--- config.mk ---
export PLATFORM = sky130hd
export DESIGN_NAME = systolic_feeder
export DESIGN_NICKNAME = d
export VERILOG_FILES = /design/src/rtl/systolic_pkg.sv /design/src/rtl/skew_select.sv /design/src/rtl/systolic_feeder.sv
export SDC_FILE = /design/constraint.sdc
export NUM_CORES = 1
export LEC_CHECK = 0
export BUFFER_PORTS_ARGS = -buffer_cell sky130_fd_sc_hd__buf_2
export CORE_ASPECT_RATIO = 1.25
export CORE_MARGIN = 5
export CORE_UTILIZATION = 35
export DETAILED_ROUTE_END_ITERATION = 7
export MAX_ROUTING_LAYER = met4
export PLACE_DENSITY = 0.55
export SYNTH_ARGS = -nofsm -noshare
export SYNTH_HDL_FRONTEND = slang
export SYNTH_HIERARCHICAL = 1
export SYNTH_SLANG_ARGS = --single-unit
--- constraint.sdc ---
create_clock -name clk -period 4.36 [get_ports clk]
set_clock_uncertainty 0.1 [all_clocks]
set_input_delay 0.218 -clock clk [delete_from_list [all_inputs] [get_ports clk]]
set_output_delay 0.218 -clock clk [all_outputs]
set_load 0.1 [all_outputs]
--- src/rtl/systolic_pkg.sv ---
// Shared types and sizing helpers for the systolic array feeder.
package systolic_pkg;

  typedef enum logic [1:0] {
    IDLE  = 2'd0,
    CLEAR = 2'd1,
    FEED  = 2'd2,
    DRAIN = 2'd3
  } feed_state_t;

  // Number of FEED steps needed for the last product to reach PE(size-1,size-1).
  function automatic int unsigned FEED_LEN(input int unsigned size);
    return 3 * size - 2;
  endfunction

  function automatic int unsigned SEL_W(input int unsigned size);
    return (size > 1) ? $clog2(size) : 1;
  endfunction

endpackage

--- src/rtl/skew_select.sv ---
// One skewed edge lane: presents element [t-lane] of the lane's operand
// vector while that index is in range, zero otherwise.
module skew_select
  import systolic_pkg::*;
#(
  parameter int unsigned size = 3,
  parameter int unsigned n    = 16,
  parameter int unsigned tw   = 3,
  parameter int unsigned lane = 0
) (
  input  logic          en,
  input  logic [tw-1:0] t,
  input  logic [n-1:0]  vec [size],
  output logic [n-1:0]  data
);

  localparam int unsigned SW = SEL_W(size);
  localparam logic [tw-1:0] LO = tw'(lane);
  localparam logic [tw-1:0] HI = tw'(lane + size);

  logic [tw-1:0] k;

  always_comb begin
    data = '0;
    k    = t - LO;
    if (en && (t >= LO) && (t < HI)) begin
      data = vec[k[SW-1:0]];
    end
  end

endmodule

--- src/rtl/systolic_feeder.sv ---
// Operand staging, skewed feed and result drain around a size x size
// systolic array; results leave on a valid/ready stream in row-major order.
module systolic_feeder
  import systolic_pkg::*;
#(
  parameter int unsigned size = 3,
  parameter int unsigned n    = 16
) (
  input  logic                     clk,
  input  logic                     reset,
  input  logic                     ld_en,
  input  logic                     ld_sel,
  input  logic [$clog2(size)-1:0]  ld_row,
  input  logic [$clog2(size)-1:0]  ld_col,
  input  logic [n-1:0]             ld_data,
  input  logic                     start,
  output logic                     busy,
  output logic                     done,
  output logic                     arr_clr,
  output logic [size-1:0]          r_en,
  output logic [size-1:0]          c_en,
  output logic [n-1:0]             l_x_out [size],
  output logic [n-1:0]             t_w_out [size],
  output logic [$clog2(size)-1:0]  s_row,
  output logic [$clog2(size)-1:0]  s_col,
  input  logic [n-1:0]             b_s_in,
  output logic                     res_valid,
  input  logic                     res_ready,
  output logic [n-1:0]             res_data,
  output logic [$clog2(size)-1:0]  res_row,
  output logic [$clog2(size)-1:0]  res_col
);

  localparam int unsigned SW = $clog2(size);
  localparam int unsigned TW = $clog2(FEED_LEN(size));
  localparam logic [TW-1:0] LAST_T   = TW'(FEED_LEN(size) - 1);
  localparam logic [SW-1:0] LAST_IDX = SW'(size - 1);

  feed_state_t   state;
  logic [TW-1:0] t;
  logic [SW-1:0] row, col;
  logic [n-1:0]  x_buf [size][size];
  logic [n-1:0]  w_buf [size][size];
  logic          feeding;
  logic          draining;
  logic          ld_in_range;

  assign feeding     = (state == FEED);
  assign draining    = (state == DRAIN);
  assign ld_in_range = (32'(ld_row) < size) && (32'(ld_col) < size);

  always_ff @(posedge clk) begin
    if (reset) begin
      state <= IDLE;
      t     <= '0;
      row   <= '0;
      col   <= '0;
      done  <= 1'b0;
      for (int unsigned i = 0; i < size; i++) begin
        for (int unsigned j = 0; j < size; j++) begin
          x_buf[i][j] <= '0;
          w_buf[i][j] <= '0;
        end
      end
    end else begin
      done <= 1'b0;
      case (state)
        IDLE: begin
          // A write in the start cycle lands before the job reads the buffers.
          if (ld_en && ld_in_range) begin
            if (ld_sel) w_buf[ld_row][ld_col] <= ld_data;
            else        x_buf[ld_row][ld_col] <= ld_data;
          end
          if (start) state <= CLEAR;
        end
        CLEAR: begin
          state <= FEED;
          t     <= '0;
        end
        FEED: begin
          if (t == LAST_T) begin
            state <= DRAIN;
            t     <= '0;
            row   <= '0;
            col   <= '0;
          end else begin
            t <= t + 1'b1;
          end
        end
        DRAIN: begin
          if (res_ready) begin
            if (col == LAST_IDX) begin
              col <= '0;
              if (row == LAST_IDX) begin
                row   <= '0;
                state <= IDLE;
                done  <= 1'b1;
              end else begin
                row <= row + 1'b1;
              end
            end else begin
              col <= col + 1'b1;
            end
          end
        end
        default: state <= IDLE;
      endcase
    end
  end

  assign busy      = (state != IDLE);
  assign arr_clr   = (state == CLEAR);
  assign r_en      = {size{feeding}};
  assign c_en      = {size{feeding}};
  assign s_row     = row;
  assign s_col     = col;
  assign res_row   = row;
  assign res_col   = col;
  assign res_valid = draining;
  assign res_data  = draining ? b_s_in : '0;

  for (genvar g = 0; g < size; g++) begin : g_lane
    logic [n-1:0] x_vec [size];
    logic [n-1:0] w_vec [size];

    // X lanes walk a buffer row, W lanes walk a buffer column.
    always_comb begin
      for (int unsigned k = 0; k < size; k++) begin
        x_vec[k] = x_buf[g][k];
        w_vec[k] = w_buf[k][g];
      end
    end

    skew_select #(.size(size), .n(n), .tw(TW), .lane(g)) u_x (
      .en   (feeding),
      .t    (t),
      .vec  (x_vec),
      .data (l_x_out[g])
    );

    skew_select #(.size(size), .n(n), .tw(TW), .lane(g)) u_w (
      .en   (feeding),
      .t    (t),
      .vec  (w_vec),
      .data (t_w_out[g])
    );
  end

endmodule

* Word-level counts from Yosys, hierarchy flattened *
Memory sizes are Yosys's and may differ from the RTL's.
Index checks and enable logic that the tools add are counted.

storage, ports and cells
  bits of input ports = 42
  memories kept = 2
  bits in writable memories = 288
  register bits = 10

memories
  memory  depth  width  rd ports  clocked after memory_dff  wr ports  line                   source
  w_buf   3      48     3         0                         3         systolic_feeder.sv:43  logic [n-1:0] w_buf [size][size];
  x_buf   3      48     3         0                         3         systolic_feeder.sv:42  logic [n-1:0] x_buf [size][size];

cells by class
  bitwise gates (word level) = 7
  muxes and demuxes = 62
  equal/unequal tests = 11
  add/sub/neg operators = 5
  magnitude comparators = 13
  reductions and logical operators = 19

operators with widths
  cell                   number
  $mux W16               20
  $mux W48               6
  $bmux W16 S2           6
  $reduce_or A48 Y1      2
  $demux W16 S2          1
  $mux W2                13
  $ge A3 B3 Y1 const B   4
  $not A2 Y3             4
  $mux W1                11
  $logic_and A1 B1 Y1    9
  $eq A2 B2 Y1 const B   4
  $pmux W2 S2            2
  $pmux W2 S4            1
  $ge A3 B1 Y1 const B   2
  $lt A3 B3 Y1 const B   2
  $ne A2 B2 Y1 const B   3
  $pmux W3 S2            1
  $reduce_bool A2 Y1     3
  $reduce_and A5 Y1      1
  $add A2 B1 Y2 const B  2
  $lt A2 B2 Y1 const B   2
  $ne A2 B1 Y1 const B   2
  $reduce_and A4 Y1      1
  $reduce_or A4 Y1       1
  other kinds (12)       14

* Logic depth before layout (Yosys ltp) *
  depth after elaboration = 9
  mapped depth = 8

* Hierarchy *
Netlist, hierarchy kept.

by module, submodules not included
  module                            cells each  times used  area each (um2)
  systolic_feeder                   749         1           11090.6
  skew_select at g_lane[0].u_w ...  76          2           596.8
  skew_select at g_lane[2].u_w ...  74          2           576.8
  skew_select at g_lane[1].u_w ...  75          2           555.5

* Worst setup path before layout *
No wires, ideal clock.

  path kind = register to output
  start point = reg t[0]
  end point = out l_x_out[42] (netlist bit)
  path slack = 581 ps
  cell stages (with the launch flop) = 5
  arrival time = 3461 ps
  cells stage by stage = dfxtp_1 > buf_2 > buf_2 > a211oi_1 > a211oi_1

RTL lines
  element                 line                   source
  start, declared         systolic_feeder.sv:40  logic [TW-1:0] t;
  start signal, assigned  systolic_feeder.sv:87  t <= t + 1'b1;
  end, declared           systolic_feeder.sv:22  output logic [n-1:0] l_x_out [size],

==> run_results.csv <==
group,metric,value,unit
logic_synthesis,synth_warnings,6,
logic_synthesis,synth_ff_type,"edfxtp_1",
routing,wl,40470,µm
timing,relSlewSlack,28.81,%
global_routing,grt_pass1_wl,59770,µm
critical_path,crit_start,"t[0]",
logic_synthesis,synth-async-reset-ratio,0,%
critical_path,r2r_end,"w_buf[2][33]",
power_and_ir_drop,switchingPower,2.376,mW
cells_and_area,nets,1393,
routing,antenna_left,0,
global_routing,overflow,0,
critical_path,crit_type,"reg2out",
die,rows,83,
placement,io_buffers,171,
timing,layout_setup_ws,0.5832,ns
placement,pre_cts_ws,1.170,ns
clock_network,postCtsSetupRepairBufs,0,
die,dieArea,0.04577,mm²
power_and_ir_drop,vdd_ir_drop_max,0.3074,mV
global_routing,first_global_vias,9420,
logic_synthesis,syn-instance-count,1199,
cells_and_area,area_growth,14.52,%
clock_network,cts_tree,"built",
placement,dp_hpwl,27580,µm
clock_network,cts_buffers,30,
logic_synthesis,yosysTopAreaCell,"edfxtp_1",
die,coreArea,0.04112,mm²
critical_path,cp-start-kind,"flop",
critical_path,arrival,3.46,ns
routing,drc_errors,0,
power_and_ir_drop,pwr-share-seq,45.4,%
routing,first_iter_violations,586,
routing,via_per_inst,4.931,
routing,drt-pass1-iter-count,5,
logic_synthesis,synthDominantCellAreaShare,59.44,%
logic_synthesis,synthTopCellsByArea,"edfxtp_1 59%, nor2_1 5.7%, mux2i_1 4.7%",
power_and_ir_drop,powerDensity,441.7,mW/mm²
critical_path,path_max_fanout,52,
routing,wire_per_inst,21.01,µm
timing,setup-tns-final,0,ns
logic_synthesis,synth_edf_count,288,
die,ios,172,
placement,place_area,0.01555,mm²
clock_network,clock_path_buffers,3,
global_routing,grt_usage,17.71,%
power_and_ir_drop,p_clk_share,33.8,%
timing,tightest_slew,1.065,ns
logic_synthesis,avgSynthCellArea,12.13,µm²
clock_network,path_clk_slew,0.07,ns
critical_path,worst_r2r_path_depth,7,
timing,setup_viol,0,
routing,num_vias,9497,
global_routing,grt_max_degree,76,
timing,grt_setup_unrepaired,"no",
clock_network,root_buffer,"clkbuf_16",
outcome,outcome,"finished clean",
logic_synthesis,synth.most_common_cell,"edfxtp_1",
timing,fmaxAchievable,0.2648,GHz
clock_network,cts_resized,0,
timing,hold_violations,0,
power_and_ir_drop,p_total,7.359,mW
logic_synthesis,ys_seq_area_share,60.82,%
critical_path,r2r_slack,1.56,ns
critical_path,reg2reg_from,"state[1]",
hold_path,worstHoldPathType,"in2reg",
placement,place.gp.congestion,0.8221,
die,die_w,192.4,µm
die,initial_core_util,35.38,%
clock_network,clock_latency,0.57,ns
power_and_ir_drop,p_int,4.983,mW
timing,post-route-period-util,86.62,%
logic_synthesis,synth_seq_cells,298,
clock_network,cts_hold_buf,16,
power_and_ir_drop,p_leak,5.779,nW
die,die_h,238.0,µm
clock_network,h-tree-depth,1,
logic_synthesis,synth.distinct_cells,58,
logic_synthesis,synth_area,0.01455,mm²
timing,min_period,3.777,ns
cells_and_area,fillerInstances,4026,
critical_path,endpoint,"t_w_out[20]",
cells_and_area,stdcell_area,0.01666,mm²
critical_path,required,4.04,ns
power_and_ir_drop,switching_share,32.29,%
job,drv_cap,0,
global_routing,antenna_found_initial,7,
timing,slew_violations,0,
clock_network,cts_sinks,298,
cells_and_area,drive_gt1_share,25.90,%
logic_synthesis,synthesis.nets,1248,
logic_synthesis,synth.cells.most_frequent,"288 x edfxtp_1, 222 x nor2_1, 84 x nand2_1",
critical_path,endpoint_kind,"output port",
timing,timing.hold.ws,0.02647,ns
power_and_ir_drop,combPwrFrac,20.8,%
==> power by group through the flow <==
| stage | Clock (mW) | Combinational, mW | Sequential [mW] |
|---|---|---|---|
| finish | 2.49 | 1.53 | 3.34 |
| global route | 2.65 | 1.61 | 3.35 |
| CTS | 2.54 | 1.55 | 3.34 |
| detailed placement | 0 | 1.54 | 3.40 |
| global placement | 0 | 1.53 | 3.40 |
| floorplan | 0 | 1.27 | 3.37 |
==> cells in the final DEF, fill, tap and decap left out, types with 13 or more instances in the layout <==
cell type / netlist / layout
or2_1: 20 / 20
nand2b_1: 32 / 32
nand2_2: 22 / 22
dlygate4sd3_1: 0 / 16
nand2_1: 84 / 84
clkbuf_16: 0 / 31
and2_1: 55 / 55
and2_2: 13 / 13
a21oi_1: 27 / 27
mux2i_1: 69 / 69
or2_0: 32 / 32
nor2b_1: 34 / 34
a211oi_1: 41 / 41
nor2_1: 222 / 222
or2_2: 13 / 13
edfxtp_1: 288 / 288
buf_2: 13 / 171
a211oi_2: 20 / 20
a21oi_2: 40 / 40
==> layout make-up <==
type | instances | area (µm²) | share of cell area, %
Antenna cell | 7 | 17.52 | 0.1051
Clock buffer | 40 | 809.5 | 4.859
Clock inverter | 15 | 121.4 | 0.7284
Inverter | 12 | 45.04 | 0.2704
Multi-Input combinational cell | 804 | 5022 | 30.14
Sequential cell | 298 | 8856 | 53.15
Tap cell | 552 | 690.7 | 4.145
Timing Repair Buffer | 198 | 1099 | 6.594
==> worst max-delay path, cell delays in order, from the launching register on <==
cell	delay, ns
dfxtp_4	0.71
buf_4	0.71
and2_1	0.69
nand2_1	0.13
a21oi_1	0.18
buf_2	0.46
==> flip-flops by register name, indices dropped and copies added (netlist names) <==
register / flops
res_row: 2
done: 1
x_buf: 144
w_buf: 144
t: 3
res_col: 2
state: 2
==> how the worst min path moves through the flow <==
stage / cells after the start / endpoint / startpoint / slack (ns)
finish: 2 / w_buf[0][16] / ld_data[0] / 0.03
CTS: 2 / w_buf[0][16] / ld_data[0] / 0.004
detailed placement: 2 / state[0] / state[0] / 0.41
floorplan: 1 / w_buf[0][0] / ld_data[0] / 0.32
global placement: 2 / state[0] / state[0] / 0.40
global route: 2 / w_buf[0][0] / ld_data[0] / 0.02
==> per-layer routing <==
metal,track usage (%),part of all wire (%),up-vias
met5,-,0,-
met4,5.664,3.1,0
met3,2.853,5.0,72
met2,29.94,50,230
met1,21.77,42,4685
li1,-,-,4510
==> metrics by stage <==
| stage | util [%] | instances |
|---|---|---|
| finish | 40.51 | 1926 |
| global route | 40.51 | 1926 |
| CTS | 40.47 | 1919 |
| detailed placement | 37.82 | 1848 |
| global placement | 37.82 | 1848 |
| floorplan | - | 1199 |
==> logic make-up after synthesis <==
| group | count (synthesis) | share of synthesized area [%] |
|---|---|---|
| adder cells (fa/ha/maj) | 7 | 0.6020 |
| buffers and inverters | 97 | 4.661 |
| AND/OR/NAND/NOR | 561 | 19.39 |
| multiplexers | 70 | 4.825 |
| flip-flops | 298 | 60.82 |
| AO/OA/AOI/OAI | 166 | 9.701 |
(Power assumes the default switching activity.)
